[config.mk]
export PLATFORM = sky130hd
export DESIGN_NAME = pipe_stage_buf
export DESIGN_NICKNAME = d
export VERILOG_FILES = /design/src/rtl/pipe_stage_buf.sv
export SDC_FILE = /design/constraint.sdc
export NUM_CORES = 1
export LEC_CHECK = 0
export CORE_ASPECT_RATIO = 0.7
export CORE_MARGIN = 2
export CORE_UTILIZATION = 40
export CTS_CLUSTER_SIZE = 28
export DETAILED_ROUTE_END_ITERATION = 8
export GPL_ROUTABILITY_DRIVEN = 0
export PLACE_DENSITY_LB_ADDON = 0.08
export SYNTH_ARGS = -nofsm -noshare
export SYNTH_HDL_FRONTEND = slang
export SYNTH_SLANG_ARGS = --single-unit
[constraint.sdc]
create_clock -name clk -period 3.2 [get_ports clk]
set_clock_uncertainty 0.2 [all_clocks]
set_input_delay 0.64 -clock clk [delete_from_list [all_inputs] [get_ports clk]]
set_output_delay 0.64 -clock clk [all_outputs]
set_load 0.01 [all_outputs]
[src/rtl/pipe_stage_buf.sv]
// Elastic pipeline register: DEPTH valid/ready slots with bubble collapsing and synchronous flush.
// Define PIPE_STAGE_BUF_OCC_EN to add the registered occupancy output.
module pipe_stage_buf #(
    parameter int              WIDTH   = 32,
    parameter int              DEPTH   = 2,
    parameter logic [WIDTH-1:0] RST_VAL = '0
) (
    input  logic             clk,
    input  logic             rst,
    input  logic             flush,
    input  logic             in_valid,
    input  logic [WIDTH-1:0] in_data,
    output logic             in_ready,
    output logic             out_valid,
    output logic [WIDTH-1:0] out_data,
    input  logic             out_ready
`ifdef PIPE_STAGE_BUF_OCC_EN
    ,
    output logic [$clog2(DEPTH+1)-1:0] occupancy
`endif
);

    // Handshake: a word moves across a port only on a cycle where valid and ready
    // are both high at the rising edge; flush drops both readies/valids for that cycle.

    logic [WIDTH-1:0] d [DEPTH];
    logic [DEPTH-1:0] v;
    logic [DEPTH-1:0] move;
    logic             chain;
    logic             push;

    // chain carries "the slot above can take a word this edge" from the output side down
    always_comb begin
        move  = '0;
        chain = out_ready && !flush;
        for (int i = DEPTH - 1; i >= 0; i--) begin
            move[i] = v[i] && chain && !flush;
            chain   = !v[i] || move[i];
        end
        in_ready = chain && !flush;
    end

    assign push      = in_valid && in_ready;
    assign out_valid = v[DEPTH-1] && !flush;
    assign out_data  = d[DEPTH-1];

    always_ff @(posedge clk or posedge rst) begin
        if (rst) begin
            v <= '0;
            for (int i = 0; i < DEPTH; i++) begin
                d[i] <= RST_VAL;
            end
        end else if (flush) begin
            v <= '0;
        end else begin
            v[0] <= push || (v[0] && !move[0]);
            if (push) begin
                d[0] <= in_data;
            end
            for (int i = 1; i < DEPTH; i++) begin
                v[i] <= move[i-1] || (v[i] && !move[i]);
                if (move[i-1]) begin
                    d[i] <= d[i-1];
                end
            end
        end
    end

`ifdef PIPE_STAGE_BUF_OCC_EN
    localparam int OW = $clog2(DEPTH + 1);

    logic          pop;
    logic [OW-1:0] count;

    assign pop = out_valid && out_ready;

    always_ff @(posedge clk or posedge rst) begin
        if (rst) begin
            count <= '0;
        end else if (flush) begin
            count <= '0;
        end else if (push && !pop) begin
            count <= count + OW'(1);
        end else if (pop && !push) begin
            count <= count - OW'(1);
        end
    end

    assign occupancy = count;
`endif

endmodule

==> metrics.yaml <==
detailed_routing:
  drt-initial-drc-count: 36
  avgRoutedWirePerCell_um: 15.73
  vias_per_cell: 4.492
  routed_wl_um: 5050
  drt_first_pass_iters: 4
  remaining_drc_errors: 0
  num_vias: 1442
  postRouteAntennaNets: 0
run_status:
  run_status: "completed"
cts:
  ctsHoldBuffers: 0
  post_cts_buffers: 0
  cts_resized: 0
  insertion_delay_ns: 0.33
  cts_tree: "built"
  clkTransAtPathRegs_ns: 0.06
  cts-root-buf: "clkbuf_8"
  cts-buffers-inserted: 9
  htree_levels: 3
  clkSinkCount: 66
  clockBufferDepth: 2
finish:
  drive_gt1_frac: 0.3744
  post-route-util: 0.5251
  diodes: 0
  fin_area_um2: 3613
  n_fill_cell: 574
  area_growth_pct: 24.22
  final_cells: 321
  nets: 261
placed_design:
  dpl.cell_count: 307
  detailed_place_hpwl_um: 3428
  placed_cell_area_um2: 3421
  dp_slack_ns: 0.4410
  portBuffers: 70
worst_setup_path:
  endpoint: "in_ready"
  cp_max_fo: 4
  crit_start: "out_ready"
  reg2reg_depth: 3
  cp.required_ns: 2.36
  worstSetupPathType: "primary input to output pin"
  crit_path_start_kind: "primary input"
  r2r_slack_ns: 1.37
  end_kind: "output pin"
  reg2reg_from: "v[1]$_DFF_PP0_"
  regToRegEndpoint: "d[62]$_DFFE_PP0P_"
  arrival_ns: 1.92
sta:
  finalSetupViolCount: 0
  clock.fmax_mhz: 362.4
  fin_crit_sh: 0.8623
  tightest_slew_ns: 0.5945
  setup_tns_ns: 0
  fin_ws_ns: 0.4406
  slew_violations: 0
  min_period_ns: 2.759
  grt_setup_unrepaired: "no"
  whs_ns: 0.3016
  slew_headroom: 0.6037
  finalHoldViolCount: 0
synthesis:
  post-synth-top-area-fraction: 0.5677
  yosysTopAreaCell: "dfrtp_1"
  syn_nets: 216
  ys_types: 16
  synth_area_per_cell_um2: 16.25
  seq_area_frac_synth: 0.5677
  yosysWarnings: 0
  synth_cells: 179
  synth_top_cells_by_area: "dfrtp_1, mux2_4, mux2_2"
  ys_ff_latch: 66
  synth_area_um2: 2909
grt:
  grt.overflow.total: 0
  track_usage: 0.1392
  grt_pass1_wl_um: 8238
  grt_max_degree: 41
  antenna_found_initial: 0
  grt_pass1_vias: 1665
min_path:
  hold_path.class: "flop to flop"
power_and_ir_drop:
  pwr_density_cell_nw_per_um2: 702.9
  total_power_mw: 2.540
  leakage_nw: 1.602
  vdd_drop_max_mv: 0.2844
flow_run:
  cap_violations: 0
floorplan:
  row_count: 25
  core_region_area_um2: 6882
  start_util: 0.4227
  dieWidth_um: 105.9
  die_h_um: 75.35
  dieArea_um2: 7982
  num_io_pins: 71
## logic make-up after synthesis
logic type	share of synthesized area
muxes	0.2865
and+or+nand+nor	0.02108
DFF	0.5677
AOI/OAI and AO/OA	0.008597
buffers and inverters	0.1161
## worst max-delay path, cell delays in order
cell and delay [ns]:
clkdlybuf4s50_1 0.50, nor2b_4 0.07, a21oi_1 0.15, clkdlybuf4s50_1 0.55
## area by class of cell
type	instances	area, um^2	area share
inverters	1	3.754	0.001039
multi-input cells	74	919.6	0.2545
flip-flops and latches	66	1652	0.4571
repair buffers	72	728.2	0.2015
clock inverters	2	37.54	0.01039
well taps	94	117.6	0.03255
clock buffers	12	155.1	0.04294
## how the worst min path moves through the flow
stage / slack [ns] / depth (start not counted) / endpoint / startpoint
floorplan: 0.27 / 1 / d[61]$_DFFE_PP0P_ / d[61]$_DFFE_PP0P_
global placement: 0.28 / 1 / out_data[29]$_DFFE_PP0P_ / d[61]$_DFFE_PP0P_
detailed placement: 0.29 / 1 / d[48]$_DFFE_PP0P_ / d[48]$_DFFE_PP0P_
CTS: 0.31 / 1 / out_data[9]$_DFFE_PP0P_ / d[41]$_DFFE_PP0P_
global route: 0.32 / 1 / out_data[1]$_DFFE_PP0P_ / d[33]$_DFFE_PP0P_
finish: 0.30 / 1 / out_data[9]$_DFFE_PP0P_ / d[41]$_DFFE_PP0P_
## metal layers
layer  GRT usage  share of wire  wire [um]
met1      0.1555           0.44       2223
met2      0.2502           0.50       2517
met3     0.05988          0.052        263
met4     0.03947         0.0091         46
met5           0              0          0
## cells in the final DEF, fill, tap and decap left out
master	n
nor2_4	1
dfrtp_1	66
a21oi_1	1
buf_4	1
clkbuf_8	11
clkdlybuf4s50_1	70
a21o_4	1
buf_12	1
mux2_4	30
bufinv_16	1
nor2b_4	1
clkinvlp_4	1
mux2_2	34
inv_2	1
o21ai_0	1
and2b_2	1
nand2b_1	1
clkbuf_1	1
nand2b_4	1
nor2_1	2
## state kept, by name, indices dropped and copies added (netlist names)
register,count
d,32
out_data,32
v,2
## synth_stat cells
| cell | instances |
|---|---|
| and2b_2 | 1 |
| buf_12 | 3 |
| o21ai_0 | 1 |
| nor2_1 | 2 |
| nand2b_1 | 1 |
| a21oi_1 | 1 |
| dfrtp_1 | 66 |
| buf_4 | 32 |
| nor2_4 | 1 |
| mux2_4 | 30 |
| a21o_4 | 1 |
| buf_6 | 3 |
| nand2b_4 | 1 |
| nor2b_4 | 1 |
| mux2_2 | 34 |
| inv_1 | 1 |
## power by group
part / total (mW) / internal (mW) / switching (mW)
combinational: 0.708 / 0.476 / 0.232
clock: 0.679 / 0.394 / 0.285
sequential: 1.15 / 1.04 / 0.111
No activity file was read; power rests on OpenSTA's default activity.
